===== src/rtl/instruction_fetch_unit_pkg.sv =====
// Shared CPU definitions for the instruction fetch path: FSM encoding, PC step and
// default memory timeout.
package instruction_fetch_unit_pkg;

  typedef enum logic [1:0] {
    StIdle   = 2'd0,
    StWait   = 2'd1,
    StUpdate = 2'd2
  } fetch_state_e;

  localparam int unsigned PcStep         = 4;
  localparam int unsigned DefaultTimeout = 15;
  localparam int unsigned TimeoutCntW    = 8;

endpackage


===== src/rtl/instruction_fetch_unit_fetch_timeout_counter.sv =====
// Counts WAIT cycles without MFC; expired flags the last permitted WAIT cycle.
module fetch_timeout_counter
  import instruction_fetch_unit_pkg::*;
#(
  parameter int unsigned TIMEOUT = DefaultTimeout
) (
  input  logic Clk,
  input  logic RESET,
  input  logic clear,
  input  logic enable,
  output logic expired
);

  logic [TimeoutCntW-1:0] count_q;

  // count_q == TIMEOUT-1 means this WAIT cycle is the TIMEOUT-th one.
  assign expired = (count_q == TimeoutCntW'(TIMEOUT - 1));

  always_ff @(posedge Clk or posedge RESET) begin
    if (RESET) begin
      count_q <= '0;
    end else if (clear) begin
      count_q <= '0;
    end else if (enable && !expired) begin
      count_q <= count_q + 1'b1;
    end
  end

endmodule


===== src/rtl/instruction_fetch_unit.sv =====
// Instruction fetch FSM: issues a memory read at PC, waits for MFC or timeout, latches IR
// and pulses LOADPC with the incremented PC.
module instruction_fetch_unit
  import instruction_fetch_unit_pkg::*;
#(
  parameter int unsigned TIMEOUT = DefaultTimeout,
  parameter int unsigned PC_STEP = PcStep
) (
  input  logic        Clk,
  input  logic        RESET,
  input  logic        FETCH_EN,
  input  logic [31:0] PC_in,
  input  logic [31:0] MEM_DATA,
  input  logic        MFC,
  output logic [31:0] MAR_OUT,
  output logic        MOV,
  output logic [31:0] Pcin,
  output logic        LOADPC,
  output logic [31:0] IR,
  output logic [19:0] RSLCT,
  output logic        IR_VALID,
  output logic        BUSY,
  output logic        FAULT
);

  fetch_state_e state_q;
  logic         expired;

  fetch_timeout_counter #(
    .TIMEOUT(TIMEOUT)
  ) u_timeout (
    .Clk    (Clk),
    .RESET  (RESET),
    .clear  (state_q != StWait),
    .enable ((state_q == StWait) && !MFC),
    .expired(expired)
  );

  always_ff @(posedge Clk or posedge RESET) begin
    if (RESET) begin
      state_q  <= StIdle;
      MAR_OUT  <= '0;
      MOV      <= 1'b0;
      Pcin     <= '0;
      LOADPC   <= 1'b0;
      IR       <= '0;
      IR_VALID <= 1'b0;
      FAULT    <= 1'b0;
    end else begin
      case (state_q)
        StIdle: begin
          if (FETCH_EN) begin
            MAR_OUT  <= PC_in;
            MOV      <= 1'b1;
            IR_VALID <= 1'b0;
            FAULT    <= 1'b0;
            state_q  <= StWait;
          end
        end
        StWait: begin
          // MFC wins over a timeout on the same edge.
          if (MFC) begin
            IR       <= MEM_DATA;
            MOV      <= 1'b0;
            LOADPC   <= 1'b1;
            Pcin     <= MAR_OUT + 32'(PC_STEP);
            IR_VALID <= 1'b1;
            state_q  <= StUpdate;
          end else if (expired) begin
            MOV     <= 1'b0;
            FAULT   <= 1'b1;
            state_q <= StIdle;
          end
        end
        StUpdate: begin
          LOADPC  <= 1'b0;
          state_q <= StIdle;
        end
        default: state_q <= StIdle;
      endcase
    end
  end

  assign BUSY  = (state_q != StIdle);
  assign RSLCT = {IR[19:16], IR[15:12], IR[11:8], IR[7:4], IR[3:0]};

endmodule


===== config.mk =====
export PLATFORM = sky130hd
export DESIGN_NAME = instruction_fetch_unit
export DESIGN_NICKNAME = d
export VERILOG_FILES = /design/src/rtl/instruction_fetch_unit_pkg.sv /design/src/rtl/instruction_fetch_unit_fetch_timeout_counter.sv /design/src/rtl/instruction_fetch_unit.sv
export SDC_FILE = /design/constraint.sdc
export NUM_CORES = 1
export LEC_CHECK = 0
export CAP_MARGIN = 20
export CORE_MARGIN = 2
export CORE_UTILIZATION = 35
export DETAILED_ROUTE_END_ITERATION = 6
export GPL_ROUTABILITY_DRIVEN = 1
export PLACE_DENSITY = 0.65
export SLEW_MARGIN = 40
export SYNTH_ARGS = -nofsm -noshare
export SYNTH_HDL_FRONTEND = slang
export SYNTH_SLANG_ARGS = --single-unit

===== constraint.sdc =====
create_clock -name Clk -period 4.2 [get_ports Clk]
set_input_delay 0.84 -clock Clk [delete_from_list [all_inputs] [get_ports Clk]]
set_output_delay 0.84 -clock Clk [all_outputs]
set_load 0.1 [all_outputs]

; ---- Yosys cells after proc, flatten, opt, wreduce, memory -nomap -nowiden
; Cells that the tools add are included.
[word_totals]
regBits = 110
in_bits = 68
output_inout_bits = 121
word_cells = 53
[op_classes]
addsub = 2
eq_ne = 9
mux = 17
reduce_logical = 16
[ops]
columns = cell, n
row1 = $add A32 B3 Y32 const B, 1
row2 = $mux W8, 2
row3 = $add A8 B1 Y8 const B, 1
row4 = $eq A8 B4 Y1 const B, 1
row5 = $pmux W1 S2, 4
row6 = $reduce_and A2 Y1, 4
row7 = $reduce_bool A2 Y1, 4
row8 = $mux W1, 7
row9 = $mux W2, 3
row10 = $ne A2 B2 Y1 const B, 3
row11 = $reduce_and A3 Y1, 2
row12 = $ne A2 B1 Y1 const B, 2
row13 = $pmux W2 S2, 1
row14 = $reduce_and A4 Y1, 1
row15 = $ne A3 B2 Y1 const B, 1
row16 = $eq A2 B1 Y1 const B, 1
row17 = $eq A2 B2 Y1 const B, 1
row18 = $logic_and A1 B1 Y1, 2
row19 = $logic_not A1 Y1, 2
row20 = $logic_not A2 Y1, 1

; ---- Logic depth before layout (Yosys ltp)
[logic_depth]
depth_word = 5
depth_mapped = 7
depth_no_buf = 7

; ---- By module
; A second synthesis with hierarchy kept.
[unflattened]
hier_cells = 564
area_unflattened_um2 = 5003.5
[by_module_without_submodules]
columns = mod, instances, cells_each, area_per_inst_um2, seq_area_each_um2
row1 = instruction_fetch_unit, 1, 515, 4543.1, 2552.4
row2 = fetch_timeout_counter, 1, 49, 460.4, 200.2

; ---- Worst setup path after synthesis
; No wires, ideal clock.
[synth_timing]
path_type = reg-to-reg
start = register MAR_OUT[15]
end = register Pcin[25]
setup_ns = 0.077
t_arrival_ns = 2.229
required_ns = 4.123
setup_slack_ns = 1.893
stages_incl_launch_ff = 6
path_buffers = 0
synth_period_minus_slack_ns = 2.307
cell_sequence = dfrtp_1 > nand4_1 > nor4_4 > nand4_1 > xor2_1 > o21ai_1
[synth_via]
elab_chain_cells = 1
[synth_lines]
columns = item, line_no
row1 = start: declaration, instruction_fetch_unit.sv:15  ; output logic [31:0] MAR_OUT,
row2 = start signal: assignment, instruction_fetch_unit.sv:53  ; MAR_OUT <= PC_in;
row3 = $add A32 B3 Y32, instruction_fetch_unit.sv:66  ; Pcin <= MAR_OUT + 32'(PC_STEP);
row4 = end signal: assignment, instruction_fetch_unit.sv:66
row5 = end: declaration, instruction_fetch_unit.sv:17  ; output logic [31:0] Pcin,
; Every way passes these cells.
; A chain may end at the register's enable or synchronous reset.

; ---- Worst setup path after layout
[layout_timing]
start = input port MFC
end = register IR[11]
[layout_via]
elab_chain_cells = 1
[layout_lines]
columns = item, line_no
row1 = start: declaration, instruction_fetch_unit.sv:14  ; input logic MFC,
row2 = $reduce_and A2 Y1 (no line), -
row3 = end signal: assignment, instruction_fetch_unit.sv:46  ; IR <= '0;
row4 = end signal: assignment, instruction_fetch_unit.sv:63  ; IR <= MEM_DATA;
row5 = end: declaration, instruction_fetch_unit.sv:19  ; output logic [31:0] IR,
; Every way passes these cells.

==> flow_metrics.env <==
export IMPL_grt_overflow_total=0
export IMPL_cts_clk_slew_worst_paths_ns=0.07
export IMPL_hold_violations=0
export IMPL_yosysWarnings=0
export IMPL_cts_sinks=110
export IMPL_dr_pass1_iters=4
export IMPL_dp_hpwl_um=8770
export IMPL_crit_fanout=36
export IMPL_post_synth_top_count_cell="nand2_1"
export IMPL_die_h_um=122
export IMPL_outcome="finished, final reports clean"
export IMPL_rsz0062_at_grt="no"
export IMPL_port_buffers=188
export IMPL_fin_crit_sh_pct=55.3
export IMPL_ant_nets=0
export IMPL_place_gp_congestion=0.769
export IMPL_max_freq_mhz=430
export IMPL_synth_common_cells="nand2_1, dfrtp_1, mux2_2, o21ai_0, xor2_1"
export IMPL_skew_ns=0.00851
export IMPL_post_cts_setup_buffers=0
export IMPL_synthesis_nets=537
export IMPL_coreArea_sq_um=13300
export IMPL_area_growth_pct=33.9
export IMPL_routed_wl_um=11900
export IMPL_worstSetupPathType="primary input to register"
export IMPL_synth_cell_types=31
export IMPL_hold_buffers=0
export IMPL_critPathArrivalTime_ns=2.55
export IMPL_viasPerCell=4.62
export IMPL_start_kind="primary input"
export IMPL_dr_total_vias=3760
export IMPL_syn_inst=466
export IMPL_multi_input_area_sq_um=1840
export IMPL_syn_cell_area_sq_um=4840
export IMPL_insertion_delay_ns=0.35
export IMPL_wire_per_inst_um=14.6
export IMPL_drive_gt1_share_pct=28.7
export IMPL_synth_seq_cells=110
export IMPL_setup_violations=0
export IMPL_cts_root_buf="clkbuf_16"
export IMPL_end_kind="register"
export IMPL_cts_resized=0
export IMPL_antennaDiodeCount=0
export IMPL_fin_ws_ns=1.88
export IMPL_critPathRequiredTime_ns=4.43
export IMPL_grt_usage_pct=16.5
export IMPL_boundaryPins=189
export IMPL_finalMaxSlewViolations=0
export IMPL_fill_cells=1311
export IMPL_die_area_sq_um=14800
export IMPL_ys_async_sr_fraction_pct=100
export IMPL_dp_slack_ns=1.49
export IMPL_drc=0
export IMPL_cts_inserted_buffers=9
export IMPL_start_util_pct=36.2
export IMPL_relSlewSlack_pct=49.7
export IMPL_die_width_um=122
export IMPL_hold_path_class="register to register"
export IMPL_htreeDepth=3
export IMPL_ys_flop_type="dfrtp_1"
export IMPL_grt_max_degree=62
export IMPL_syn_area_per_cell_sq_um=10.4
export IMPL_yosysSeqAreaShare_pct=56.9
export IMPL_antenna_found_initial=0
export IMPL_tightest_slew_ns=0.754
export IMPL_regArea_sq_um=2750
export IMPL_tns_ns=0
export IMPL_fin_nets=703
export IMPL_drt_iter0_drc=151
export IMPL_cts_path_max_buffers=2
export IMPL_synth_area_leaders="dfrtp_1, nand2_1, mux2_2, xor2_1, buf_4"
export IMPL_synth_top_cell_by_area="dfrtp_1"
export IMPL_fin_crit_ns=2.32
export IMPL_cap_violations=0
export IMPL_synth_edff_count=0
export IMPL_grt_pass1_vias=3705
export IMPL_tritoncts="yes"
export IMPL_yosysTopAreaCellShare_pct=56.9
export IMPL_grt_pass1_wl_um=18900
export IMPL_rows=42
==> path summary, 6_finish.rpt <==
kind,from,depth (start not counted),endpoint,slack [ns]
max in group asynchronous,RESET,3,Pcin[10]$_DFFE_PP0P_,2.45
worst max register to register,state_q[0]$_DFFE_PP0P_,4,IR[11]$_DFFE_PP0P_,2.29
min in group asynchronous,RESET,2,IR[24]$_DFFE_PP0P_,0.93
worst min register to register,Pcin[10]$_DFFE_PP0P_,2,Pcin[10]$_DFFE_PP0P_,0.48
worst min-delay path,Pcin[10]$_DFFE_PP0P_,2,Pcin[10]$_DFFE_PP0P_,0.48
worst max-delay path,MFC,4,IR[11]$_DFFE_PP0P_,1.88
==> logic make-up (layout without fill, tap and decap cells) <==
group	after synthesis	in the layout	share of synthesized area, %
xor+xnor	34	34	6.16
fa+ha+maj	3	3	0.776
flops	110	110	56.9
simple gates	204	204	19.1
buf+inv	44	215	5.10
mux	35	35	8.15
compound gates	36	36	3.80
==> cell usage in the layout, fill, tap and decap left out, drive strengths merged, types with 3 or more instances in the layout <==
cell type,count
buf,126
mux2,35
nor4,3
nand4,13
ha,3
clkbuf,9
clkdlybuf4s50,67
xnor2,13
and3,3
nor3,3
nand3,17
inv,7
and2,3
nand2,135
o21ai,34
dfrtp,110
and4,3
nor2,16
xor2,21
==> layer usage <==
layer  track usage (%)  vias to the layer above  share of wire (%)
met4              6.25                        0                2.0
met5                 0                        -                  0
met3              4.87                       16                8.4
met1              21.6                     1770                 44
li1                  -                     1847                  -
met2              25.8                      127                 46
==> cell type report <==
type	instances	area share (%)
clock inverter	7	1.51
inverter	6	0.425
sequential	110	42.5
tap	176	3.40
multi-input combinational	312	28.4
timing repair buffer	193	20.3
clock buffer	9	3.48
==> worst max-delay path, stage by stage <==
cell             delay [ns]
clkdlybuf4s50_1        0.62
nand2_2                0.09
inv_2                  0.55
mux2_2                 0.41
==> sequential cells by signal, summed over array words and instances, names as in the netlist <==
name and count:
LOADPC 1, FAULT 1, IR_VALID 1, MOV 1
MAR_OUT 32, u_timeout.count_q 8, state_q 2, IR 32
Pcin 32
==> per-stage QoR <==
stage	instance area [sq um]	hold slack (ns)	instances	util (%)
2_1_floorplan	4840	0.495	466	-
3_5_place_dp	6150	0.468	797	46.1
4_1_cts	6470	0.486	813	48.5
3_3_place_gp	6760	0.461	797	50.6
5_1_grt	6480	0.501	813	48.5
6_report	6480	0.479	813	48.5
Power is not shown: default switching activity piles up to over one toggle a cycle in this logic, so the estimate is an artifact.
